[src/rtl/key_debounce_pkg.sv]
`default_nettype none
// ============================================================================
// Module   : key_debounce_pkg
// Purpose  : FSM encoding and elaboration helpers shared by key_debounce_array.
// Revision : 1.0
// ============================================================================
package key_debounce_pkg;

    typedef enum logic [1:0] {
        UP      = 2'd0,
        WAIT_DN = 2'd1,
        DOWN    = 2'd2,
        WAIT_UP = 2'd3
    } key_fsm_e;

    // Ceiling log2, never below 1 so it can size a vector directly.
    function automatic int clog2(input int value);
        int result;
        int rem;
        result = 0;
        rem    = value - 1;
        while (rem > 0) begin
            result = result + 1;
            rem    = rem >> 1;
        end
        return (result < 1) ? 1 : result;
    endfunction

    function automatic int prescaler_tc(input int clk_hz);
        return (clk_hz / 1000) - 1;
    endfunction

endpackage
`default_nettype wire

[src/rtl/key_debounce_channel.sv]
`default_nettype none
// ============================================================================
// Module   : key_debounce_channel
// Purpose  : One key: 2-FF synchroniser, debounce FSM, ms counter, pulses.
//            Long-press detection present only with KEY_LONGPRESS_EN.
// Revision : 1.0
// ============================================================================
module key_debounce_channel
    import key_debounce_pkg::*;
#(
    parameter int DEBOUNCE_MS = 20,
    parameter int LONG_MS     = 1000,
    parameter bit ACTIVE_LOW  = 1'b1
) (
    input  logic CLK,
    input  logic RST_n,
    input  logic tick,
    input  logic key_in,
    output logic key_state,
    output logic press_pulse,
    output logic release_pulse,
    output logic long_pulse
);

`ifdef KEY_LONGPRESS_EN
    localparam int CNT_W = clog2(LONG_MS + 1);
`else
    localparam int CNT_W = clog2(DEBOUNCE_MS + 1);
`endif
    localparam logic [CNT_W-1:0] DB_CNT = CNT_W'(DEBOUNCE_MS);

    if (LONG_MS <= DEBOUNCE_MS) begin : g_cfg_check
        $error("key_debounce_channel: LONG_MS must exceed DEBOUNCE_MS");
    end

    logic [1:0]       sync_q, sync_d;
    logic             pressed;
    key_fsm_e         state_q, state_d;
    logic [CNT_W-1:0] cnt_q, cnt_d, cnt_inc;
    logic             key_state_q, key_state_d;
    logic             press_q, press_d;
    logic             release_q, release_d;
`ifdef KEY_LONGPRESS_EN
    localparam logic [CNT_W-1:0] LONG_CNT = CNT_W'(LONG_MS - DEBOUNCE_MS);
    logic             long_q, long_d;
    logic             long_done_q, long_done_d;
`endif

    always_comb begin
        sync_d      = {sync_q[0], key_in};
        pressed     = sync_q[1] ^ ACTIVE_LOW;
        cnt_inc     = (cnt_q == '1) ? cnt_q : cnt_q + CNT_W'(1);
        state_d     = state_q;
        cnt_d       = cnt_q;
        key_state_d = key_state_q;
        press_d     = 1'b0;
        release_d   = 1'b0;
`ifdef KEY_LONGPRESS_EN
        long_d      = 1'b0;
        long_done_d = long_done_q;
`endif
        // A level change always takes priority over a coincident tick.
        case (state_q)
            UP: begin
                if (pressed) begin
                    state_d = WAIT_DN;
                    cnt_d   = '0;
                end
            end
            WAIT_DN: begin
                if (!pressed) begin
                    state_d = UP;
                end else if (tick) begin
                    cnt_d = cnt_inc;
                    if (cnt_inc == DB_CNT) begin
                        state_d     = DOWN;
                        key_state_d = 1'b1;
                        press_d     = 1'b1;
                        cnt_d       = '0;
`ifdef KEY_LONGPRESS_EN
                        long_done_d = 1'b0;
`endif
                    end
                end
            end
            DOWN: begin
                if (!pressed) begin
                    state_d = WAIT_UP;
                    cnt_d   = '0;
                end
`ifdef KEY_LONGPRESS_EN
                else if (tick) begin
                    cnt_d = cnt_inc;
                    // Done flag keeps a bounce-restarted hold from firing twice.
                    if (cnt_inc == LONG_CNT && !long_done_q) begin
                        long_d      = 1'b1;
                        long_done_d = 1'b1;
                    end
                end
`endif
            end
            WAIT_UP: begin
                if (pressed) begin
                    state_d = DOWN;
                    cnt_d   = '0;
                end else if (tick) begin
                    cnt_d = cnt_inc;
                    if (cnt_inc == DB_CNT) begin
                        state_d     = UP;
                        key_state_d = 1'b0;
                        release_d   = 1'b1;
                        cnt_d       = '0;
                    end
                end
            end
            default: begin
                state_d = UP;
                cnt_d   = '0;
            end
        endcase
    end

    always_ff @(posedge CLK or negedge RST_n) begin
        if (!RST_n) begin
            sync_q      <= {ACTIVE_LOW, ACTIVE_LOW};
            state_q     <= UP;
            cnt_q       <= '0;
            key_state_q <= 1'b0;
            press_q     <= 1'b0;
            release_q   <= 1'b0;
`ifdef KEY_LONGPRESS_EN
            long_q      <= 1'b0;
            long_done_q <= 1'b0;
`endif
        end else begin
            sync_q      <= sync_d;
            state_q     <= state_d;
            cnt_q       <= cnt_d;
            key_state_q <= key_state_d;
            press_q     <= press_d;
            release_q   <= release_d;
`ifdef KEY_LONGPRESS_EN
            long_q      <= long_d;
            long_done_q <= long_done_d;
`endif
        end
    end

    assign key_state     = key_state_q;
    assign press_pulse   = press_q;
    assign release_pulse = release_q;
`ifdef KEY_LONGPRESS_EN
    assign long_pulse    = long_q;
`else
    assign long_pulse    = 1'b0;
`endif

endmodule
`default_nettype wire

[src/rtl/key_debounce_array.sv]
`default_nettype none
// ============================================================================
// Module   : key_debounce_array
// Purpose  : N-key debouncer sharing one 1 ms prescaler; KEY_LONGPRESS_EN
//            enables per-key long-press pulses.
// Revision : 1.0
// ============================================================================
module key_debounce_array
    import key_debounce_pkg::*;
#(
    parameter int N_KEYS      = 4,
    parameter int CLK_HZ      = 50_000_000,
    parameter int DEBOUNCE_MS = 20,
    parameter int LONG_MS     = 1000,
    parameter bit ACTIVE_LOW  = 1'b1
) (
    input  logic              CLK,
    input  logic              RST_n,
    input  logic [N_KEYS-1:0] Key_In,
    output logic [N_KEYS-1:0] Key_State,
    output logic [N_KEYS-1:0] Press_Pulse,
    output logic [N_KEYS-1:0] Release_Pulse,
    output logic [N_KEYS-1:0] Long_Pulse
);

    localparam int PRE_TC = prescaler_tc(CLK_HZ);
    localparam int PRE_W  = clog2(CLK_HZ / 1000);

    logic [PRE_W-1:0] pre_cnt_q, pre_cnt_d;
    logic             tick;

    always_comb begin
        tick      = (pre_cnt_q == PRE_W'(PRE_TC));
        pre_cnt_d = tick ? '0 : pre_cnt_q + PRE_W'(1);
    end

    always_ff @(posedge CLK or negedge RST_n) begin
        if (!RST_n) begin
            pre_cnt_q <= '0;
        end else begin
            pre_cnt_q <= pre_cnt_d;
        end
    end

    for (genvar i = 0; i < N_KEYS; i++) begin : g_key
        key_debounce_channel #(
            .DEBOUNCE_MS (DEBOUNCE_MS),
            .LONG_MS     (LONG_MS),
            .ACTIVE_LOW  (ACTIVE_LOW)
        ) u_channel (
            .CLK           (CLK),
            .RST_n         (RST_n),
            .tick          (tick),
            .key_in        (Key_In[i]),
            .key_state     (Key_State[i]),
            .press_pulse   (Press_Pulse[i]),
            .release_pulse (Release_Pulse[i]),
            .long_pulse    (Long_Pulse[i])
        );
    end

endmodule
`default_nettype wire

[config.mk]
export PLATFORM = sky130hd
export DESIGN_NAME = key_debounce_array
export DESIGN_NICKNAME = d
export VERILOG_FILES = /design/src/rtl/key_debounce_pkg.sv /design/src/rtl/key_debounce_channel.sv /design/src/rtl/key_debounce_array.sv
export SDC_FILE = /design/constraint.sdc
export NUM_CORES = 1
export LEC_CHECK = 0
export BUFFER_PORTS_ARGS = -buffer_cell sky130_fd_sc_hd__buf_2
export CAP_MARGIN = 20
export CORE_MARGIN = 8
export CORE_UTILIZATION = 50
export DETAILED_ROUTE_END_ITERATION = 10
export GPL_TIMING_DRIVEN = 0
export PLACE_DENSITY = 0.8
export SLEW_MARGIN = 40
export SYNTH_ARGS = -nofsm -noshare
export SYNTH_HDL_FRONTEND = slang
export SYNTH_SLANG_ARGS = --single-unit
[constraint.sdc]
create_clock -name CLK -period 2 [get_ports CLK]
set_input_delay 0.1 -clock CLK [delete_from_list [all_inputs] [get_ports CLK]]
set_output_delay 0.1 -clock CLK [all_outputs]
set_load 0.03 [all_outputs]
==> flow_metrics.env <==
export IMPL_synthDistinctLibCells=54
export IMPL_fp_dieH_um=97.7
export IMPL_via_count=2497
export IMPL_cts_sinks=64
export IMPL_hp_class="primary input to async pin"
export IMPL_finalSetupViolations=0
export IMPL_met3_usage_pct=3.63
export IMPL_cp_max_fo=6
export IMPL_via_per_inst=5.59
export IMPL_wl_um=6930
export IMPL_p_int_w=0.00195
export IMPL_syn_inst=313
export IMPL_ios=22
export IMPL_antenna_found_initial=0
export IMPL_slew_headroom_pct=52.4
export IMPL_power_frac_seq_pct=53.4
export IMPL_final_setup_worst_slack_ns=0.0331
export IMPL_synth_area_leader_cell="dfrtp_1"
export IMPL_reg2reg_depth=6
export IMPL_async_reset_ff_share_pct=100
export IMPL_grt_first_pass_wirelength_um=11600
export IMPL_fmax_mhz=508
export IMPL_crit_path_max_incr_delay_ns=0.53
export IMPL_max_cap_viol_count=0
export IMPL_detail_route_antenna_nets=0
export IMPL_required_ns=2.22
export IMPL_hold_violations=0
export IMPL_remaining_drc_errors=0
export IMPL_crit_reg2reg_capture="g_key[0].u_channel.key_state"
export IMPL_arrival_ns=2.19
export IMPL_power_per_cell_area_nw_per_um2=603
export IMPL_grt_max_degree=65
export IMPL_p_sw_w=0.000540
export IMPL_netlist_area_um2=3340
export IMPL_drtPass1Iterations=4
export IMPL_grt_util_met1_pct=16.5
export IMPL_fin_cells=447
export IMPL_yosys_warnings=0
export IMPL_antenna_cells=0
export IMPL_track_usage_pct=14.4
export IMPL_yosysSeqAreaShare_pct=48.3
export IMPL_crit_path_top_delay_cell="or4b_4"
export IMPL_clk_pin_slew_ns=0.07
export IMPL_period_share_pct=98.3
export IMPL_grt_pass1_vias=2564
export IMPL_outcome="finished clean"
export IMPL_synthTopCellsByCount="dfrtp_1 (56), nand2_1 (27), nor2_1 (26)"
export IMPL_layout_min_cycle_time_ns=1.97
export IMPL_finalMaxSlewViolations=0
export IMPL_tightestPinTransition_ns=0.706
export IMPL_final_nets=376
export IMPL_leakagePower_nw=1.92
export IMPL_area_growth_pct=23.5
export IMPL_end_kind="register"
export IMPL_ys_seq_elements=64
export IMPL_cts_root_buf="clkbuf_8"
export IMPL_insertion_delay_ns=0.33
export IMPL_synthFlopType="dfrtp_1"
export IMPL_initial_core_util_pct=52.2
export IMPL_top_usage_layer="met2"
export IMPL_dieArea_um2=9540
export IMPL_ir_drop_uv=502
export IMPL_pre_cts_ws_ns=-0.401
export IMPL_switching_share_pct=21.7
export IMPL_gr_total_overflow=0
export IMPL_crit_chain="or4b_4 > nor4_4 > buf_4 > buf_6 > o2111ai_4 > a211o_1"
export IMPL_combinationalPowerShare_pct=3.4
export IMPL_cts_tree="yes"
export IMPL_start_kind="register"
export IMPL_synth_most_common_cell="dfrtp_1"
export IMPL_whs_ns=0.321
export IMPL_globalplace_congestion=0.794
export IMPL_power_w=0.00249
export IMPL_clockBufferDepth=2
export IMPL_hpwl_um=4110
export IMPL_rsz0062_at_grt="yes"
export IMPL_r2r_start="pre_cnt_q[7]"
export IMPL_p_clk_share_pct=43.2
export IMPL_die_w_um=97.7
export IMPL_critPathKind="register to register"
export IMPL_utilization_pct=64.5
export IMPL_dp_cells=410
export IMPL_cts_buffers_inserted=9
export IMPL_core_um2=6390
export IMPL_grt_use_met2_pct=24.7
export IMPL_htreeDepth=3
export IMPL_drive_gt1_share_pct=32.7
export IMPL_port_buffers=17
export IMPL_avgSynthCellArea_um2=10.7
export IMPL_final_setup_skew_ns=0.00902
export IMPL_synth_edf_count=0
export IMPL_yosys_top_cells_area="dfrtp_1 (42%), dfstp_2 (6.3%), xor2_1 (3.7%), buf_4 (3.6%), nand2_1 (3.0%)"
export IMPL_wire_per_inst_um=15.5
export IMPL_drtIter0Drc=106
export IMPL_r2r_setup_slack_ns=0.03
export IMPL_rows=29
export IMPL_synth_top_area_share_pct=42.0
## cells by family after synthesis
logic type                 synth area share, %
and+or+nand+nor                           21.5
DFF                                       48.3
AOI/OAI and AO/OA                         13.5
buffers and inverters                     4.80
xor gates and xnor gates                  6.56
muxes                                     3.34
adders and majority gates                 1.88
other                                    0.112
## layer usage
layer	routed length (um)	vias up
met5	0	-
met2	3630	33
li1	-	1229
met3	182	8
met1	3010	1227
met4	106	0
## sequential cells by signal, indices dropped and copies added, names as in the netlist, named ones only
name / cells
g_key.u_channel.sync_q: 8
g_key.u_channel.press_pulse: 4
pre_cnt_q: 16
g_key.u_channel.key_state: 4
g_key.u_channel.release_pulse: 4
g_key.u_channel.cnt_q: 20
g_key.u_channel.state_q: 4
## worst max-delay path by stage
stage            startpoint                           end  slack, ns
4_1_cts        pre_cnt_q[7]   g_key[1].u_channel.cnt_q[3]      -0.07
3_5_place_dp   pre_cnt_q[0]  g_key[2].u_channel.key_state      -0.40
5_1_grt        pre_cnt_q[7]   g_key[1].u_channel.cnt_q[1]      -0.06
6_report       pre_cnt_q[7]  g_key[0].u_channel.key_state       0.03
3_3_place_gp   pre_cnt_q[4]  g_key[2].u_channel.key_state      -0.35
2_1_floorplan  pre_cnt_q[4]  g_key[2].u_channel.key_state      -0.03
## worst max-delay path, delay by kind of cell (launching register included)
kind	cells	cell delay, ns
buffers and inverters	2	0.28
DFF	1	0.43
AOI/OAI and AO/OA	2	0.44
and+or+nand+nor	2	0.72
## metrics by stage
step | instance area [um2] | TNS (ns)
6_report | 4120 | 0
5_1_grt | 4120 | -0.161
4_1_cts | 3950 | -0.348
3_5_place_dp | 3550 | -11.31
3_3_place_gp | 3550 | -9.20
2_1_floorplan | 3370 | -0.0760
## repair_timing
item,4_1_cts,5_1_grt
endpoints found under the setup margin,49,36
endpoints found under the hold margin,60,0
pin swaps,10,8
gates resized for setup,15,25
hold buffers,5,0
buffers inserted,10,6
## placed cells by master (no fill, tap or decap), drive strengths merged, types with 4 or more instances in the layout
| master | synthesis | final |
|---|---|---|
| dfstp | 8 | 8 |
| dlygate4sd3 | 0 | 5 |
| inv | 5 | 5 |
| nor3 | 7 | 7 |
| a21boi | 7 | 7 |
| a41oi | 4 | 4 |
| nand4 | 5 | 5 |
| nand4bb | 4 | 4 |
| nor2 | 26 | 26 |
| ha | 5 | 5 |
| nor2b | 5 | 5 |
| a211o | 4 | 4 |
| nand3 | 12 | 12 |
| nand2 | 27 | 27 |
| mux2i | 10 | 10 |
| xor2 | 14 | 14 |
| and3 | 8 | 8 |
| a21oi | 6 | 6 |
| conb | 1 | 4 |
| a311oi | 6 | 6 |
| xnor2 | 11 | 11 |
| o21ai | 11 | 11 |
| buf | 18 | 52 |
| and4 | 6 | 6 |
| o2111ai | 4 | 4 |
| a211oi | 5 | 5 |
| clkbuf | 3 | 14 |
| dfrtp | 56 | 56 |
## power groups by stage
stage | combinational [W] | clock (W) | sequential [W]
detailed placement | 0.0000770 | 0 | 0.00135
finish | 0.0000846 | 0.00107 | 0.00133
global placement | 0.0000739 | 0 | 0.00135
CTS | 0.0000851 | 0.00110 | 0.00133
global route | 0.0000962 | 0.00116 | 0.00133
floorplan | 0.0000397 | 0 | 0.00135
## final cells by class
type / instances / area (um2)
Tap cell: 77 / 96.3
Clock inverter: 4 / 45.0
Buffer: 21 / 149
Inverter: 5 / 18.8
Fill cell: 489 / 2270
Sequential cell: 64 / 1620
Clock buffer: 12 / 145
Timing Repair Buffer: 38 / 269
Multi-Input combinational cell: 226 / 1780
Power figures use the tool's default switching activity.
